## src/rtl/uart_rx_ctrl.sv

```systemverilog
// uart_rx_ctrl: drains the UART receiver's single-byte buffer into a DEPTH-entry
// show-ahead FIFO, keeps sticky error status and raises a level/timeout interrupt.
// Optional feature: define UART_RX_TIMEOUT_EN to build the idle-timeout counter
// that drives status[2]; without it status[2] is tied to 0.

module uart_rx_ctrl #(
    parameter int unsigned DEPTH   = 16,
    parameter int unsigned THRESH  = 8,
    parameter int unsigned TIMEOUT = 640
) (
    input  logic                       clk,
    input  logic                       rst,
    input  logic [7:0]                 rx_data,
    input  logic                       rx_data_valid,
    input  logic                       rx_overrun,
    input  logic                       rx_framing_err,
    output logic                       host_ready,
    output logic                       clear_framing_err,
    input  logic                       rd_en,
    output logic [7:0]                 rd_data,
    output logic                       rd_valid,
    output logic [$clog2(DEPTH):0]     level,
    output logic [2:0]                 status,
    input  logic [2:0]                 status_clr,
    output logic                       irq
);

    localparam int unsigned PW = $clog2(DEPTH);
    localparam int unsigned LW = PW + 1;
    localparam logic [LW-1:0] DepthL  = LW'(DEPTH);
    localparam logic [LW-1:0] ThreshL = LW'(THRESH);

    typedef enum logic [1:0] {
        StIdle,
        StAck,
        StGap
    } state_e;

    state_e          state_q, state_d;
    logic [PW-1:0]   wr_ptr_q, rd_ptr_q;
    logic [LW-1:0]   level_q, level_d;
    logic [7:0]      mem_q [DEPTH];
    logic [2:0]      status_q, status_d;
    logic            wr_en;
    logic            pop;
    logic            tmo_hit;

    // The byte is committed in the ACK cycle; pops on an empty FIFO are dropped.
    assign wr_en = (state_q == StAck);
    assign pop   = rd_en && (level_q != '0);

    // Ingress state register.
    always_ff @(posedge clk) begin
        if (rst) begin
            state_q <= StIdle;
        end else begin
            state_q <= state_d;
        end
    end

    // Ingress next state: acknowledge only when the registered level shows room,
    // then skip one cycle while the receiver reloads its buffer.
    always_comb begin
        state_d = state_q;
        unique case (state_q)
            StIdle: begin
                if (rx_data_valid && (level_q < DepthL)) begin
                    state_d = StAck;
                end
            end
            StAck:   state_d = StGap;
            StGap:   state_d = StIdle;
            default: state_d = StIdle;
        endcase
    end

    // Occupancy next state.
    always_comb begin
        level_d = level_q;
        unique case ({wr_en, pop})
            2'b10:   level_d = level_q + 1'b1;
            2'b01:   level_d = level_q - 1'b1;
            default: level_d = level_q;
        endcase
    end

    // FIFO pointers and occupancy; pointers wrap naturally at DEPTH.
    always_ff @(posedge clk) begin
        if (rst) begin
            wr_ptr_q <= '0;
            rd_ptr_q <= '0;
            level_q  <= '0;
        end else begin
            if (wr_en) begin
                wr_ptr_q <= wr_ptr_q + 1'b1;
            end
            if (pop) begin
                rd_ptr_q <= rd_ptr_q + 1'b1;
            end
            level_q <= level_d;
        end
    end

    // FIFO storage; a reset during ACK discards the byte.
    always_ff @(posedge clk) begin
        if (!rst && wr_en) begin
            mem_q[wr_ptr_q] <= rx_data;
        end
    end

`ifdef UART_RX_TIMEOUT_EN
    localparam int unsigned TW = $clog2(TIMEOUT + 1);
    localparam logic [TW-1:0] TimeoutL = TW'(TIMEOUT);

    logic [TW-1:0] tmo_cnt_q, tmo_cnt_d;

    // Idle counter: cleared by any FIFO activity or an empty FIFO, saturates so
    // the timeout fires only once per idle period.
    always_comb begin
        tmo_cnt_d = tmo_cnt_q;
        if (wr_en || pop || (level_q == '0)) begin
            tmo_cnt_d = '0;
        end else if (tmo_cnt_q != TimeoutL) begin
            tmo_cnt_d = tmo_cnt_q + 1'b1;
        end
    end

    assign tmo_hit = (tmo_cnt_d == TimeoutL) && (tmo_cnt_q != TimeoutL);

    // Idle counter register.
    always_ff @(posedge clk) begin
        if (rst) begin
            tmo_cnt_q <= '0;
        end else begin
            tmo_cnt_q <= tmo_cnt_d;
        end
    end
`else
    logic unused_timeout;

    assign unused_timeout = (TIMEOUT != 0);
    assign tmo_hit        = 1'b0;
`endif

    // Sticky status next state; a set in the same cycle beats the clear.
    always_comb begin
        status_d    = status_q;
        status_d[0] = rx_overrun     | (status_q[0] & ~status_clr[0]);
        status_d[1] = rx_framing_err | (status_q[1] & ~status_clr[1]);
        status_d[2] = tmo_hit        | (status_q[2] & ~status_clr[2]);
    end

    // Status register.
    always_ff @(posedge clk) begin
        if (rst) begin
            status_q <= '0;
        end else begin
            status_q <= status_d;
        end
    end

    assign host_ready        = (state_q == StAck);
    // Forwarded in the same cycle as the host's clear so the receiver drops its flag.
    assign clear_framing_err = status_clr[1] & status_q[1];
    assign rd_valid          = (level_q != '0);
    assign rd_data           = rd_valid ? mem_q[rd_ptr_q] : 8'h00;
    assign level             = level_q;
    assign status            = status_q;
    assign irq               = (level_q >= ThreshL) | status_q[2];

endmodule
```

## config.mk

```make
export PLATFORM = sky130hd
export DESIGN_NAME = uart_rx_ctrl
export DESIGN_NICKNAME = d
export VERILOG_FILES = /design/src/rtl/uart_rx_ctrl.sv
export SDC_FILE = /design/constraint.sdc
export NUM_CORES = 1
export LEC_CHECK = 0
export CORE_MARGIN = 8
export CORE_UTILIZATION = 40
export CTS_BUF_LIST = sky130_fd_sc_hd__clkbuf_2
export CTS_CLUSTER_SIZE = 16
export DETAILED_ROUTE_END_ITERATION = 7
export HOLD_SLACK_MARGIN = 0.08
export REMOVE_ABC_BUFFERS = 1
export SLEW_MARGIN = 20
export SYNTH_ARGS = -nofsm -noshare
export SYNTH_HDL_FRONTEND = slang
export SYNTH_SLANG_ARGS = --single-unit
```

## constraint.sdc

```tcl
create_clock -name clk -period 3.4 [get_ports clk]
set_clock_uncertainty 0.1 [all_clocks]
set_input_delay 0.34 -clock clk [delete_from_list [all_inputs] [get_ports clk]]
set_output_delay 0.34 -clock clk [all_outputs]
set_load 0.05 [all_outputs]
```

==> results.sh <==
export IMPL_timing_rr_start="level[1]"
export IMPL_clkTransAtPathRegs_ns=0.19
export IMPL_yosysTopAreaCell="edfxtp_1"
export IMPL_place_area_sq_um=6840
export IMPL_port_buffer_count=36
export IMPL_vias=3214
export IMPL_cts_inserted_buffers=17
export IMPL_die_h_um=140
export IMPL_grt_overflow=0
export IMPL_grt_pass1_vias=3320
export IMPL_vdd_drop_max_uv=693
export IMPL_ys_ff_latch=150
export IMPL_hold_violations=0
export IMPL_powerDensity_nw_per_um2=702
export IMPL_hold_depth=3
export IMPL_drt_iter0_markers=209
export IMPL_post_route_cells_drive_above_1_share_pct=24.6
export IMPL_crit_family="multiplexers"
export IMPL_cpMostUsedCell="a211oi_1"
export IMPL_viasPerCell=5.29
export IMPL_arrival_ns=2.72
export IMPL_r2r_end="level[4]"
export IMPL_gp_congestion=0.818
export IMPL_rsz0062_at_grt="false"
export IMPL_synth_cell_types=46
export IMPL_grt_max_degree=33
export IMPL_avgSynthCellArea_sq_um=17.7
export IMPL_ys_seq_area_share_pct=70.2
export IMPL_cts_root_buffer="clkbuf_2"
export IMPL_grt_first_pass_wirelength_mm=19.2
export IMPL_dp_hpwl_mm=7.71
export IMPL_worstMarginPinSlew_ns=0.791
export IMPL_period_share_pct=92.9
export IMPL_critPathBufInv=2
export IMPL_clk_path_buf_depth=2
export IMPL_cpPeakStageDelay_ns=0.52
export IMPL_firstDrtPassIters=4
export IMPL_cts_tree="built"
export IMPL_min_period_ns=3.16
export IMPL_syn_to_final_growth_pct=17.0
export IMPL_clk_latency_ns=0.68
export IMPL_diodes=0
export IMPL_synthCells=345
export IMPL_start_util_pct=40.6
export IMPL_path_cells="buf_16 -> mux4_2 -> nor2b_1 -> a211oi_1 -> a211oi_1 -> buf_12"
export IMPL_wl_per_cell_um=20.4
export IMPL_max_slew_margin_rel_pct=47.2
export IMPL_setup_violations=0
export IMPL_cts_htree_levels=4
export IMPL_p_leak_nw=2.31
export IMPL_synth_area_top_cells="edfxtp_1 63%, mux4_2 12%, dfxtp_1 7.2%"
export IMPL_reg2reg_depth=10
export IMPL_ys_warnings_count=0
export IMPL_drc=0
export IMPL_netlist_area_leader_share_pct=63.0
export IMPL_synth_ff_type="edfxtp_1"
export IMPL_holdWs_ns=0.157
export IMPL_maxCapViolCount=0
export IMPL_antenna_left=0
export IMPL_cp_max_fo=24
export IMPL_cts_sinks=150
export IMPL_crit_path_end_kind="output port"
export IMPL_layout_nets=431
export IMPL_placedCellCount=571
export IMPL_worstSetupPathType="register to output port"
export IMPL_row_count=45
export IMPL_die_w_um=140
export IMPL_antenna_found_initial=0
export IMPL_synth_edff_count=128
export IMPL_max_freq_mhz=317
export IMPL_outcome="finished clean"
export IMPL_r2r_setup_slack_ns=0.32
export IMPL_synth_common_cells="128 x edfxtp_1, 32 x mux4_2, 24 x nor2_1"
export IMPL_slowest_stage="mux4_2"
export IMPL_synthesis_area_sq_um=6110
export IMPL_totalWireLength_mm=12.4
export IMPL_coreArea_sq_um=15000
export IMPL_io_pins=37
export IMPL_grt_use_total_pct=13.3
export IMPL_required_ns=2.96
export IMPL_final_max_slew_viol_count=0
export IMPL_start_kind="register"
export IMPL_hp_class="primary input to register"
export IMPL_fin_area_sq_um=7140
export IMPL_min_to="status[0]"
export IMPL_synthArstFlopShare_pct=0
export IMPL_hp_start="rx_overrun"
export IMPL_final_cells=607
export IMPL_power_w=0.00502
export IMPL_synth_most_common_cell="edfxtp_1"
export IMPL_floorplan_die_area_sq_um=19500
metal layers:
| metal | vias to the layer above | GRT usage (%) | part of all wire, % |
|---|---|---|---|
| li1 | 1478 | - | - |
| met1 | 1644 | 17.1 | 44 |
| met2 | 82 | 21.0 | 49 |
| met3 | 10 | 4.27 | 6.2 |
| met4 | 0 | 4.17 | 1.1 |
| met5 | - | 0 | 0 |
kinds of logic (layout without fill, tap and decap cells):
family                     count (synthesis)  count (layout)  share of synthesized area, %
and+or+nand+nor                           74              74                          6.48
buffers and inverters                     29             103                          2.64
DFF                                      150             150                          70.2
muxes                                     44              44                          13.8
xor gates and xnor gates                   7               7                          1.00
AOI/OAI and AO/OA                         33              33                          4.28
adders and majority gates                  8               8                          1.64
layout make-up:
type / instances / area, sq um
Timing Repair Buffer: 63 / 671
Clock buffer: 20 / 100
Clock inverter: 12 / 159
Fill cell: 1296 / 7890
Inverter: 8 / 30.0
Sequential cell: 150 / 4290
Multi-Input combinational cell: 166 / 1660
Tap cell: 188 / 235
state kept, by name, summed over array words and instances (netlist names), named ones only:
signal    cells
level         5
mem_q       128
rd_ptr_q      4
state_q       2
status        3
wr_ptr_q      4
cell usage in the layout, fill, tap and decap left out, types with 5 or more instances in the layout:
cell type	n
a211oi_1	16
a21oi_1	8
buf_12	8
buf_4	23
clkbuf_2	20
clkdlybuf4s50_1	28
clkinv_1	5
dfxtp_1	20
edfxtp_1	128
ha_1	8
inv_1	8
mux2i_1	11
mux4_2	32
nand2_1	12
nor2_1	24
nor2b_1	10
nor3_1	5
xor2_1	6
worst max path at each step:
stage,depth (start not counted),slack (ns),to,start
finish,6,0.24,rd_data[5],register
global route,5,0.07,rd_data[5],register
CTS,6,0.01,rd_data[5],register
detailed placement,10,0.33,level[4],level[1]
global placement,10,0.41,level[4],level[1]
floorplan,4,-0.07,rd_data[0],register
per-stage QoR:
step	setup slack [ns]	TNS (ns)	util (%)
3_5_place_dp	0.332	0	45.5
2_1_floorplan	-0.0723	-0.578	-
4_1_cts	0.0116	0	47.4
6_report	0.242	0	47.5
5_1_grt	0.0686	0	47.5
3_3_place_gp	0.407	0	45.5
timing repair:
item / CTS / global route
resized for setup: 1 / 2
endpoints found under the setup margin: 1 / 3
endpoints found under the hold margin: 3 / 0
hold buffers: 3 / 0
setup buffers: 0 / 1
worst reg2reg max path, delay by kind of cell (launching register included):
kind,cells,cell delay (ns)
AND/OR/NAND/NOR,3,1.06
adder cells (fa/ha/maj),2,0.54
AO/OA/AOI/OAI,2,0.48
flip-flops,1,0.43
XOR/XNOR,1,0.18
buffers and inverters,1,0.11
multiplexers,1,0.09
power by group:
part           total, W  leakage, nW  internal (W)  switching [W]
registers       0.00212         1.33       0.00205      0.0000728
logic           0.00183        0.831      0.000795        0.00104
clock network   0.00106        0.152      0.000478       0.000586
Note: power is estimated with default switching activity, not from simulation.
